## src/rtl/alu_pkg.sv

```systemverilog
// Opcode map, controller states and multiply-mode constants shared by the
// sequential ALU and its multiplier.
package alu_pkg;

  localparam logic [2:0] OP_ADD  = 3'b000;
  localparam logic [2:0] OP_PAS1 = 3'b001;
  localparam logic [2:0] OP_SUB  = 3'b010;
  localparam logic [2:0] OP_PAS2 = 3'b011;
  localparam logic [2:0] OP_MLT  = 3'b100;
  localparam logic [2:0] OP_AND  = 3'b101;
  localparam logic [2:0] OP_OR   = 3'b110;
  localparam logic [2:0] OP_XOR  = 3'b111;

  localparam logic MLT_FULL = 1'b0;
  localparam logic MLT_MOD  = 1'b1;

  typedef enum logic [1:0] {
    ST_IDLE = 2'd0,
    ST_MUL  = 2'd1,
    ST_MODR = 2'd2
  } state_t;

endpackage

```

## src/rtl/alu_mul_seq.sv

```systemverilog
// Iterative unsigned shift-add multiplier: one multiplier bit per clock, LSB
// first, WIDTH iterations after load.
module alu_mul_seq #(
  parameter int WIDTH = 16
) (
  input  logic               clock,
  input  logic               reset,
  input  logic               load,
  input  logic [WIDTH-1:0]   multiplicand,
  input  logic [WIDTH-1:0]   multiplier,
  output logic [2*WIDTH-1:0] product,
  output logic               last
);

  localparam int CW = $clog2(WIDTH);

  logic [WIDTH-1:0]   mcand_reg;
  logic [2*WIDTH-1:0] acc_reg;
  logic [CW-1:0]      count_reg;
  logic               running_reg;
  logic [WIDTH:0]     partial;

  // The low half of the accumulator starts as the multiplier and is shifted
  // out as product bits shift in from the top; product is the post-step value.
  assign partial = {1'b0, acc_reg[2*WIDTH-1:WIDTH]}
                 + (acc_reg[0] ? {1'b0, mcand_reg} : {(WIDTH+1){1'b0}});
  assign product = {partial, acc_reg[WIDTH-1:1]};
  assign last    = running_reg && (count_reg == CW'(WIDTH - 1));

  always_ff @(posedge clock) begin
    if (reset) begin
      running_reg <= 1'b0;
      count_reg   <= '0;
    end else if (load) begin
      mcand_reg   <= multiplicand;
      acc_reg     <= {{WIDTH{1'b0}}, multiplier};
      count_reg   <= '0;
      running_reg <= 1'b1;
    end else if (running_reg) begin
      acc_reg   <= product;
      count_reg <= count_reg + 1'b1;
      if (last) begin
        running_reg <= 1'b0;
      end
    end
  end

endmodule

```

## src/rtl/alu_seq.sv

```systemverilog
// Multi-cycle ALU: single-cycle logic/arith ops, iterative full multiply and
// multiply modulo 2^WIDTH+1 (operand 0 stands for 2^WIDTH), start/busy/done.
module alu_seq
  import alu_pkg::*;
#(
  parameter int WIDTH = 16
) (
  input  logic             clock,
  input  logic             reset,
  input  logic             start,
  input  logic [2:0]       opr,
  input  logic             func,
  input  logic [WIDTH-1:0] var1,
  input  logic [WIDTH-1:0] var2,
  output logic             busy,
  output logic             done,
  output logic [WIDTH-1:0] result,
  output logic [WIDTH-1:0] result_hi,
  output logic             sign,
  output logic             zero
);

  state_t state_reg, state_next;

  logic               func_reg;
  logic [WIDTH-1:0]   a_reg, b_reg;
  logic [2*WIDTH-1:0] prod_reg;

  logic               accept, mul_load, mul_last;
  logic [2*WIDTH-1:0] mul_product;
  logic [WIDTH:0]     simple_wide;
  logic [WIDTH-1:0]   lo_word, hi_word, mod_diff, mod_res;

  assign accept   = start && (state_reg == ST_IDLE);
  assign mul_load = accept && (opr == OP_MLT);
  assign busy     = (state_reg != ST_IDLE);

  alu_mul_seq #(
    .WIDTH(WIDTH)
  ) u_mul (
    .clock        (clock),
    .reset        (reset),
    .load         (mul_load),
    .multiplicand (var1),
    .multiplier   (var2),
    .product      (mul_product),
    .last         (mul_last)
  );

  // Top bit carries the ADD carry / SUB borrow and is 0 for every other op.
  always_comb begin
    simple_wide = '0;
    case (opr)
      OP_ADD:  simple_wide = {1'b0, var1} + {1'b0, var2};
      OP_SUB:  simple_wide = {1'b0, var1} - {1'b0, var2};
      OP_PAS1: simple_wide = {1'b0, var1};
      OP_PAS2: simple_wide = {1'b0, var2};
      OP_AND:  simple_wide = {1'b0, var1 & var2};
      OP_OR:   simple_wide = {1'b0, var1 | var2};
      OP_XOR:  simple_wide = {1'b0, var1 ^ var2};
      default: simple_wide = '0;
    endcase
  end

  // 2^W == -1 mod 2^W+1, so P == L-H; on wrap, +2^W+1 truncates to +1.
  assign lo_word  = prod_reg[WIDTH-1:0];
  assign hi_word  = prod_reg[2*WIDTH-1:WIDTH];
  assign mod_diff = lo_word - hi_word + {{(WIDTH-1){1'b0}}, (lo_word < hi_word)};

  always_comb begin
    mod_res = mod_diff;
    if ((a_reg == '0) && (b_reg == '0)) begin
      mod_res = WIDTH'(1);
    end else if (a_reg == '0) begin
      mod_res = WIDTH'(1) - b_reg;
    end else if (b_reg == '0) begin
      mod_res = WIDTH'(1) - a_reg;
    end
  end

  always_comb begin
    state_next = state_reg;
    case (state_reg)
      ST_IDLE: if (mul_load) state_next = ST_MUL;
      ST_MUL:  if (mul_last) state_next = (func_reg == MLT_MOD) ? ST_MODR : ST_IDLE;
      ST_MODR: state_next = ST_IDLE;
      default: state_next = ST_IDLE;
    endcase
  end

  always_ff @(posedge clock) begin
    if (reset) begin
      state_reg <= ST_IDLE;
      done      <= 1'b0;
      result    <= '0;
      result_hi <= '0;
      sign      <= 1'b0;
      zero      <= 1'b1;
    end else begin
      state_reg <= state_next;
      done      <= 1'b0;

      if (accept) begin
        func_reg <= func;
        a_reg    <= var1;
        b_reg    <= var2;
        if (opr != OP_MLT) begin
          result    <= simple_wide[WIDTH-1:0];
          result_hi <= '0;
          sign      <= simple_wide[WIDTH];
          zero      <= (simple_wide[WIDTH-1:0] == '0);
          done      <= 1'b1;
        end
      end

      if ((state_reg == ST_MUL) && mul_last) begin
        if (func_reg == MLT_FULL) begin
          result    <= mul_product[WIDTH-1:0];
          result_hi <= mul_product[2*WIDTH-1:WIDTH];
          sign      <= 1'b0;
          zero      <= (mul_product[WIDTH-1:0] == '0);
          done      <= 1'b1;
        end else begin
          prod_reg <= mul_product;
        end
      end

      if (state_reg == ST_MODR) begin
        result    <= mod_res;
        result_hi <= '0;
        sign      <= 1'b0;
        zero      <= (mod_res == '0);
        done      <= 1'b1;
      end
    end
  end

endmodule
```

## config.mk

```make
export PLATFORM = sky130hd
export DESIGN_NAME = alu_seq
export DESIGN_NICKNAME = d
export VERILOG_FILES = /design/src/rtl/alu_pkg.sv /design/src/rtl/alu_mul_seq.sv /design/src/rtl/alu_seq.sv
export SDC_FILE = /design/constraint.sdc
export NUM_CORES = 1
export LEC_CHECK = 0
export CAP_MARGIN = 20
export CORE_UTILIZATION = 45
export CTS_CLUSTER_DIAMETER = 40
export DETAILED_ROUTE_END_ITERATION = 8
export GPL_ROUTABILITY_DRIVEN = 0
export GPL_TIMING_DRIVEN = 0
export PLACE_DENSITY = 0.68
export SETUP_SLACK_MARGIN = 0.4
export SYNTH_ARGS = -nofsm -noshare
export SYNTH_HDL_FRONTEND = slang
export SYNTH_SLANG_ARGS = --single-unit
export TNS_END_PERCENT = 50
```

## constraint.sdc

```tcl
create_clock -name clock -period 5.9 [get_ports clock]
set_input_delay 1.18 -clock clock [delete_from_list [all_inputs] [get_ports clock]]
set_output_delay 1.18 -clock clock [all_outputs]
set_load 0.005 [all_outputs]
```

==> run_results.csv <==
group,metric,value,unit
synthesis,yosysUniqueCellTypes,84,
cts,cts-root-buf,"clkbuf_16",
cells_and_area,fin_nets,1315,
timing,fmax,0.1894,GHz
critical_path,cp-end-kind,"register",
critical_path,cp.arrival,5650,ps
routing,wirelength,30.91,mm
timing,hold_viol,0,
placement,placedCellCount,1466,
synthesis,seq_area_frac_synth,39.48,%
cts,clkTransAtPathRegs,70,ps
cells_and_area,fin_util,54.09,%
cts,cts.sinks,155,
placement,port-buffer-count,72,
critical_path,path_max_fanout,10,
synthesis,ys_ff_latch,155,
timing,tightest_slew,928.4,ps
timing,setup_tns,0,ps
synthesis,synth_edf_count,113,
cts,h-tree-depth,4,
critical_path,crit_type,"primary input to register",
floorplan,rows,56,
global_route,grt-ovfl-total,0,
routing,ant_nets,0,
floorplan,initial_core_util,45.83,%
synthesis,synth_common_cells,"edfxtp_1 (113), ha_1 (99), inv_1 (82), nor2_1 (68), nand2_1 (67)",
pwr,powerDensity,222.2,mW/mm^2
critical_path,reg2reg_depth,25,
synthesis,yosysWarnings,0,
synthesis,synth.net_count,1217,
pwr,ir_drop,205.7,uV
floorplan,die_area,0.02445,sq mm
placement,dpl.hpwl,24.14,mm
min_path,min_path_type,"register to register",
synthesis,ys.flop_type,"edfxtp_1",
global_route,grt_pass1_wl,47.28,mm
cells_and_area,fin_cells,1499,
critical_path,crit_path_top_delay_cell,"clkdlybuf4s50_1",
synthesis,synth_area_leaders,"edfxtp_1 (32%), ha_1 (12%), dfxtp_1 (7.8%), xnor2_1 (3.7%), a21oi_1 (3.0%)",
cells_and_area,syn_to_final_growth,18.02,%
synthesis,synth_top_area_share,31.64,%
routing,post_drt_wl_per_cell,20.62,um
synthesis,synth_cells,1069,
flow_run,maxCapViolCount,0,
timing,skew,10.21,ps
routing,viasPerCell,5.839,
cells_and_area,drive_gt1_share,9.746,%
timing,min_period_over_period,89.48,%
routing,dr.pass1.iters,5,
floorplan,pin_count,75,
pwr,p_leak,4.933,nW
synthesis,syn_avg_cell_area,10.03,sq um
critical_path,cp_cell_sequence,"clkdlybuf4s50_1, clkbuf_4, clkbuf_4, inv_1, nor3_4, nor2_1, xnor2_1, ha_1, nor2b_1, o2111ai_1, a21oi_1, a2111oi_1, xnor2_1, a21oi_1, o211ai_1, nor4_1, o211ai_1, nor3_2",
timing,drv_slew,0,
global_route,grt_max_degree,32,
cts,cts_buffers,17,
cts,cts_tree,"built",
critical_path,required,6270,ps
floorplan,die_y,156.4,um
critical_path,critPathMaxStageDelay,500,ps
synthesis,yosysMostFrequentCell,"edfxtp_1",
run_status,status,"finished clean",
cts,clockBufferDepth,2,
synthesis,synth_area_leader_cell,"edfxtp_1",
floorplan,coreArea,0.02340,sq mm
cells_and_area,fillers,2104,
timing,finalSetupViolCount,0,
critical_path,worstSetupStartpointType,"primary input",
global_route,antenna_found_initial,0,
routing,drt_iter0_markers,716,
routing,dr_total_vias,8753,
global_route,grtUsageTotal,26.12,%
timing,timing.slew.headroom,37.59,%
cts,worstSkewPairLatency,430,ps
global_route,grt_pass1_vias,8428,
synthesis,syn_area,0.01073,sq mm
routing,drc,0,
min_path,min_path_cells,2,
synthesis,async_reset_ff_share,0,%
timing,min_period,5279,ps
timing,grt_setup_unrepaired,"true",
floorplan,die_width,156.4,um
cells_and_area,diodes,0,
==> stage by stage <==
step	hold WS [ps]	power, mW	setup WS (ps)	area [sq um]
6_report	451.5	2.813	620.8	12660
5_1_grt	466.1	2.895	363.3	12660
4_1_cts	453.8	2.806	392.8	12610
3_5_place_dp	444.5	1.679	-1459	11960
3_3_place_gp	438.2	1.665	-1292	11850
2_1_floorplan	446.0	1.510	770.4	10730
==> cell usage in the layout (no fill, tap or decap), drive strengths merged, types with 9 or more instances in the layout <==
master         netlist  layout
xnor2               45      45
mux2                17      17
inv                 82      88
a22o                10      10
nor4                11      11
ha                  99      99
mux4                13      13
nor3                43      43
clkbuf              28      46
a211oi              13      13
nor2                68      68
nor2b               18      18
nand2               67      67
a21o                10      10
clkdlybuf4s50        0      71
o31ai               12      12
mux2i               15      15
xor2                21      21
o211ai              13      13
a21oi               65      65
nand2b              17      17
o22ai               11      11
or3                  9       9
fa                  10      10
o21ai               52      52
dfxtp               42      42
edfxtp             113     113
and2                22      22
buf                  8      14
a31oi               14      14
nand3               24      24
==> where the power goes <==
part           internal (mW)  leakage (nW)  switching (mW)
registers               1.20          1.37          0.0274
logic                  0.192          3.26           0.253
clock network          0.642         0.302           0.501
total                   2.03          4.93           0.781
==> metal layers <==
layer / GRT usage, % / wire length (um) / vias up
li1: - / - / 4149
met2: 41.52 / 14060 / 390
met1: 34.28 / 13170 / 4147
met4: 14.19 / 1475 / 0
met3: 3.905 / 2204 / 67
met5: 0 / 0 / -
==> worst max-delay path, delay by kind of cell <==
| kind | cells | cell delay [ps] |
|---|---|---|
| buf+inv | 4 | 1200 |
| xor+xnor | 2 | 300 |
| compound gates | 6 | 1550 |
| simple gates | 5 | 1060 |
| fa+ha+maj | 1 | 340 |
==> cells by family after synthesis <==
kind of cell / Yosys count / synth area share [%]
fa+ha+maj: 109 / 13.42
mux: 45 / 5.915
buf+inv: 119 / 4.386
compound gates: 251 / 15.32
xor+xnor: 66 / 5.390
flops: 155 / 39.48
simple gates: 324 / 16.10
==> timing repair <==
| item | in CTS | in global routing |
|---|---|---|
| pin swaps | 0 | 3 |
| setup buffers | 0 | 1 |
| gates cloned | 0 | 0 |
| setup endpoints to repair | 14 | 3 |
| endpoints found under the hold margin | 0 | 0 |
| resized for setup | 11 | 21 |
| hold buffers | 0 | 0 |
==> final timing paths <==
check                        endpoint  slack [ps]                      from
max                   zero$_SDFF_PP1_         620                    opr[1]
max reg2reg           zero$_SDFF_PP1_         670    prod_reg[18]$_DFFE_PP_
min          result_hi[12]$_SDFF_PP0_         450  result_hi[12]$_SDFF_PP0_
min reg2reg  result_hi[12]$_SDFF_PP0_         450  result_hi[12]$_SDFF_PP0_
==> layout make-up <==
cell class              count  area [sq um]  area share, %
clock buffers              17         425.4          3.361
plain buffers              36         173.9          1.374
repair buffers             79         819.5          6.474
multi-input cells         795          6111          48.28
inverters                  83         311.5          2.461
clock inverters            15         183.9          1.453
flip-flops and latches    155          4234          33.45
well taps                 319         399.1          3.153
(Power assumes the default switching activity.)
